==> src/rtl/scan_decoder_pkg.sv <==
// Shared constants and sizing helper for the scan decoder.
package scan_decoder_pkg;

    localparam logic MODE_DIRECT = 1'b0;
    localparam logic MODE_SCAN   = 1'b1;

    localparam logic DIR_UP   = 1'b0;
    localparam logic DIR_DOWN = 1'b1;

    // Dwell counter width: max(1, clog2(hold)).
    function automatic int dcnt_width(input int hold);
        return (hold <= 2) ? 1 : $clog2(hold);
    endfunction

endpackage

==> src/rtl/scan_decoder_onehot_dec.sv <==
// Combinational N-to-2^N one-hot decoder with enable.
module onehot_dec #(
    parameter int N = 2
) (
    input  logic [N-1:0]      sel,
    input  logic              en,
    output logic [2**N-1:0]   onehot
);

    localparam int W = 2**N;

    assign onehot = en ? (W'(1) << sel) : '0;

endmodule

==> src/rtl/scan_decoder.sv <==
// Registered one-hot decoder with direct-select and auto-scan modes.
// Scan position advances every HOLD_CYCLES enabled cycles; wrap pulses on rollover.
module scan_decoder
    import scan_decoder_pkg::*;
#(
    parameter int N           = 2,
    parameter int HOLD_CYCLES = 1
) (
    input  logic             clk,
    input  logic             rst,
    input  logic             en,
    input  logic             mode,
    input  logic             load,
    input  logic             dir,
    input  logic [N-1:0]     in,
    output logic [2**N-1:0]  out,
    output logic [N-1:0]     idx,
    output logic             wrap
);

    localparam int             DW        = dcnt_width(HOLD_CYCLES);
    localparam logic [DW-1:0]  DCNT_LAST = DW'(HOLD_CYCLES - 1);
    localparam logic [N-1:0]   IDX_MAX   = '1;

    logic [DW-1:0] dcnt;
    logic          act;

    always_ff @(posedge clk) begin
        if (rst) begin
            idx  <= '0;
            dcnt <= '0;
            act  <= 1'b0;
            wrap <= 1'b0;
        end else begin
            act <= en;
            if (!en) begin
                wrap <= 1'b0;
            end else if (mode == MODE_DIRECT || load) begin
                idx  <= in;
                dcnt <= '0;
                wrap <= 1'b0;
            end else if (dcnt != DCNT_LAST) begin
                dcnt <= dcnt + DW'(1);
                wrap <= 1'b0;
            end else begin
                // End of dwell: step, flag rollover in the direction of travel.
                dcnt <= '0;
                if (dir == DIR_UP) begin
                    idx  <= idx + N'(1);
                    wrap <= (idx == IDX_MAX);
                end else begin
                    idx  <= idx - N'(1);
                    wrap <= (idx == '0);
                end
            end
        end
    end

    onehot_dec #(.N(N)) u_dec (
        .sel    (idx),
        .en     (act),
        .onehot (out)
    );

endmodule

==> config.mk <==
export PLATFORM = sky130hd
export DESIGN_NAME = scan_decoder
export DESIGN_NICKNAME = d
export VERILOG_FILES = /design/src/rtl/scan_decoder_pkg.sv /design/src/rtl/scan_decoder_onehot_dec.sv /design/src/rtl/scan_decoder.sv
export SDC_FILE = /design/constraint.sdc
export NUM_CORES = 1
export LEC_CHECK = 0
export CAP_MARGIN = 5
export CELL_PAD_IN_SITES_DETAIL_PLACEMENT = 1
export CELL_PAD_IN_SITES_GLOBAL_PLACEMENT = 1
export CORE_AREA = 4 4 41 43
export DETAILED_ROUTE_END_ITERATION = 7
export DIE_AREA = 0 0 45 47
export DONT_BUFFER_PORTS = 1
export GPL_TIMING_DRIVEN = 0
export PLACE_DENSITY = 0.37
export REMOVE_ABC_BUFFERS = 1
export SLEW_MARGIN = 40
export SYNTH_ARGS = -nofsm -noshare
export SYNTH_HDL_FRONTEND = slang
export SYNTH_SLANG_ARGS = --single-unit
==> constraint.sdc <==
create_clock -name clk -period 2.24 [get_ports clk]
set_clock_uncertainty 0.2 [all_clocks]
set_input_delay 0.448 -clock clk [delete_from_list [all_inputs] [get_ports clk]]
set_output_delay 0.448 -clock clk [all_outputs]
set_load 0.005 [all_outputs]
# Yosys cells after proc, flatten, opt, wreduce, memory -nomap -nowiden
# Cells that the tools add are included.
[totals]
elab_cells = 23
output_inout_bits = 7
mem_count = 0
reg_bits = 5
in_bits = 8
latchBits = 0
ramBits = 0
romBits = 0
[op_classes]
eq_ne = 2
n_bitwise = 2
shifts = 1
muxes = 7
div_mod_pow = 0
magnitude_cmp = 0
mul = 0
addsub = 3
reduce_logical = 4
[ops]
columns = ["cell", "n"]
rows = [
  ["$mux W2", 3],
  ["$mux W4", 1],
  ["$reduce_or A4 Y1", 1],
  ["$shl A1 B2 Y4 const A", 1],
  ["$mux W1", 3],
  ["$add A2 B1 Y2 const B", 1],
  ["$eq A2 B2 Y1 const B", 1],
  ["$logic_not A2 Y1", 1],
  ["$ne A2 B1 Y1 const B", 1],
  ["$not A1 Y1", 2],
  ["$reduce_and A2 Y1", 1],
  ["$sub A2 B1 Y2 const B", 1],
  ["$add A1 B1 Y1 const B", 1],
  ["$logic_or A1 B1 Y1", 1],
]

# Longest topological paths before layout
[logic_depth]
ltp_word = 4
ltp_mapped = 4
ltp_nobuf = 3

# Cells and area by module
# From an unflattened synthesis, not the netlist that was laid out.
[unflattened]
hier_cells = 22
hier_area_um2 = 240.2
[by_module_without_submodules]
columns = ["mod", "cells_each", "instances", "seq_area_each_um2", "area_per_inst_um2"]
rows = [
  ["scan_decoder", 18, 1, 80.1, 202.7],
  ["onehot_dec", 4, 1, 0.0, 37.5],
]

# Least setup slack after synthesis
# Ideal clock, no wire load.
[synth_timing]
path_type = "reg2reg"
start = "register idx[0]"
end = "register idx[1]"
stages_incl_launch_ff = 4
path_buffers = 0
required_ps = 1917
period_less_slack_ps = 1401
setup_slack_ps = 839
setup_time_ps = 123
t_arrival_ps = 1079
path_cell_list = "dfxtp_1 -> xor3_1 -> mux2i_1 -> a211oi_2"
[synth_between]
elab_chain_len = 4
elab_cells_between_ends = 5
classes_between = "2 x add/sub; 3 x mux"
[synth_rtl]
columns = ["item", "line_no", "text"]
rows = [
  ["start: declaration", "scan_decoder.sv:17", "output logic [N-1:0] idx,"],
  ["start signal: assignment", "scan_decoder.sv:39", "idx <= in;"],
  ["start signal: assignment", "scan_decoder.sv:49", "idx <= idx + N'(1);"],
  ["start signal: assignment", "scan_decoder.sv:52", "idx <= idx - N'(1);"],
  ["$add A2 B1 Y2 / $sub A2 B1 Y2 (equally long branches)", "scan_decoder.sv:49, scan_decoder.sv:52", ""],
  ["$mux W2 (*)", "scan_decoder.sv:48", "if (dir == DIR_UP) begin"],
  ["$mux W2 (*)", "scan_decoder.sv:42", "end else if (dcnt != DCNT_LAST) begin"],
  ["$mux W2 (*)", "scan_decoder.sv:38", "end else if (mode == MODE_DIRECT || load) begin"],
]
# Mark *: on every way between the ends. The rest lies on a longest branch, timed or not. The select of a mux whose other input is x is not followed.
# A chain may end at the register's enable or synchronous reset.

# Worst setup path after layout
[layout_timing]
start = "register idx[0]"
end = "output out[2]"
[layout_between]
elab_chain_len = 2
[layout_rtl]
columns = ["item", "line_no", "text"]
rows = [
  ["$shl A1 B2 Y4", "scan_decoder_onehot_dec.sv:12", "assign onehot = en ? (W'(1) << sel) : '0;"],
  ["$mux W4", "scan_decoder_onehot_dec.sv:12", ""],
  ["end: declaration", "scan_decoder.sv:16", "output logic [2**N-1:0] out,"],
]
# No other way between the ends.

==> impl_metrics.tcl <==
set metrics [dict create \
    yosys.cell_types.count 16 \
    ir_worst_vdd_mv 0.198 \
    drt_pass1_iterations 2 \
    worst-r2r-cell-count 3 \
    synth.area.top_cells "dfxtp_1 33%, xor3_1 9.8%, and3b_2 8.2%" \
    cts_hold_buf 0 \
    power_frac_clock_pct 45.7 \
    cts_max_level 1 \
    synth_mux_area_share_pct 4.12 \
    cts-resized-gates 0 \
    post-cts-setup-buffers 0 \
    clock_tree.buffer_depth 2 \
    synth_compound_area_share_pct 11.9 \
    max-slew-margin-rel_pct 78.7 \
    rr_endpoint "idx[1]" \
    cts_root_buf "clkbuf_4" \
    postPlaceCellArea_um2 254 \
    synth_edf_count 0 \
    avgSynthCellArea_um2 10.1 \
    path_cells "and3b_2" \
    cp_max_fo 10 \
    clk_pin_slew_ns 0.04 \
    p_int_mw 0.151 \
    fin_crit_sh_pct 73.4 \
    power_density_nw_per_um2 708 \
    core_area_um2 1300 \
    start_util_pct 18.7 \
    fillers 162 \
    max_stage_delay_ns 0.50 \
    fin_nets 36 \
    slowest_stage "dfxtp_1" \
    drv_cap 0 \
    dieWidth_um 45 \
    die_area_um2 2120 \
    slew_viol_final 0 \
    ys_seq_area_share_pct 33.0 \
    outcome "finished clean" \
    syn_area_um2 243 \
    final_area_um2 277 \
    fmax_mhz 609 \
    min_period_ns 1.64 \
    cp.required_ns 1.59 \
    ff2ff_setup_slack_ns 0.71 \
    synth_top_family_by_area "simple AND/OR/NAND/NOR gates" \
    diodes 0 \
    synth-main-ff-cell "dfxtp_1" \
    worst-setup-path-type "register to output pin" \
    die_h_um 47 \
    synth_xor_area_share_pct 9.79 \
    power.leakage_nw 0.113 \
    drt_iter0_drc 5 \
    setup_viol 0 \
    synth_seq_cells 4 \
    synthAdderAreaFrac_pct 0 \
    clk_latency_ns 0.24 \
    hold_viol_final 0 \
    io_buffers 0 \
    drc 0 \
    r2r_start "idx[0]" \
    finalWirelength_um 563 \
    area_growth_pct 13.9 \
    grt_pass1_vias 205 \
    gp_congestion 0.687 \
    worst_slew_pin_slew_ns 0.319 \
    worstPathArrival_ns 1.00 \
    grt_pass1_wl_um 828 \
    viasPerCell 4.54 \
    synthSimpleGateAreaFrac_pct 38.1 \
    grt-ovfl-total 0 \
    wl_per_cell_um 13.7 \
    synth_warnings 0 \
    synth_largest_area_cell "dfxtp_1" \
    cts_buffers 3 \
    regArea_um2 80.1 \
    synthArstFlopShare_pct 0 \
    p_switching_mw 0.0447 \
    grtUsageTotal_pct 5.85 \
    drtAntennaViolNets 0 \
    path_depth 1 \
    path_buf_inv 0 \
    worstSetupEndpointType "output pin" \
    cts_tree "yes" \
    ys_top_cells_by_count "4 x dfxtp_1, 3 x nor2_1, 2 x a21oi_1, 2 x and3b_2, 2 x nor3b_1" \
    hold_class "input pin to register" \
    comb_power_share_pct 11.7 \
    grt_max_degree 11 \
    io-pin-count 15 \
    drive_above_1_share_pct 34.6 \
    grt_setup_unrepaired "no" \
    seqPwrFrac_pct 42.6 \
    setup.worst_path.start "idx[0]" \
    synthCells 24 \
    yosysMostFrequentCell "dfxtp_1" \
    cp-endpoint "out[2]" \
    core.rowCount 13 \
    path_delay_family "flip-flops" \
    num_vias 186 \
    multi_input_area_um2 155 \
    cts_sinks 4 \
    yosysTopAreaCellShare_pct 33.0 \
    critPathLaunchType "register" \
    antenna_found_initial 0 \
    fin_setup_tns_ns 0 \
    switching_share_pct 22.8 \
]
-- power groups by stage --
| stage | clock network (mW) | registers, mW | logic (mW) |
|---|---|---|---|
| 3_5_place_dp | 0 | 0.0850 | 0.0236 |
| 4_1_cts | 0.0943 | 0.0839 | 0.0235 |
| 5_1_grt | 0.0997 | 0.0847 | 0.0250 |
| 3_3_place_gp | 0 | 0.0847 | 0.0231 |
| 2_1_floorplan | 0 | 0.0823 | 0.0209 |
| 6_report | 0.0894 | 0.0835 | 0.0229 |
-- registers in the layout (all words and copies together), names as in the netlist --
signal  cells
act         1
idx         2
wrap        1
-- per-stage QoR --
| step | total power [mW] | std cells | hold WS (ns) | util, % | worst slack [ns] |
|---|---|---|---|---|---|
| finish | 0.196 | 41 | 0.0717 | 21.3 | 0.597 |
| global route | 0.209 | 41 | 0.0620 | 21.3 | 0.533 |
| CTS | 0.202 | 41 | 0.0644 | 21.3 | 0.567 |
| detailed placement | 0.109 | 38 | 0.319 | 19.5 | 0.671 |
| global placement | 0.108 | 38 | 0.315 | 19.5 | 0.694 |
| floorplan | 0.103 | 23 | 0.313 | - | 0.839 |
-- cell usage in the layout, fill, tap and decap left out, drive strengths merged --
cell type,count
nor2,3
clkbuf,3
a31oi,1
xor3,1
nand2,1
and4bb,1
and3b,2
dfxtp,4
mux2i,1
or2b,2
nor3b,2
and3,1
nor2b,1
a211oi,1
a21oi,2
-- logic make-up after synthesis --
family,count (synthesis)
simple gates,13
compound gates,4
flops,4
xor+xnor,1
mux,1
buf+inv,1
-- per-layer routing --
metal | routed length (µm) | vias up | global-route usage, %
met5 | 0 | - | 0
met4 | 0 | 0 | 5.26
met3 | 69 | 0 | 3.07
met2 | 258 | 10 | 8.76
met1 | 235 | 86 | 5.94
li1 | - | 90 | -
-- cell type report --
class	instances	area share, %
tap	15	6.79
sequential	4	29.0
clock buffer	3	8.14
multi-input combinational	19	56.1
-- worst min-delay path by stage --
stage,start,endpoint,slack [ns],depth (start not counted)
floorplan,rst,idx[1],0.31,1
global placement,rst,idx[1],0.32,1
detailed placement,rst,idx[1],0.32,1
CTS,rst,idx[1],0.06,1
global route,rst,idx[1],0.06,1
finish,rst,idx[1],0.07,1
(Power assumes the default switching activity.)
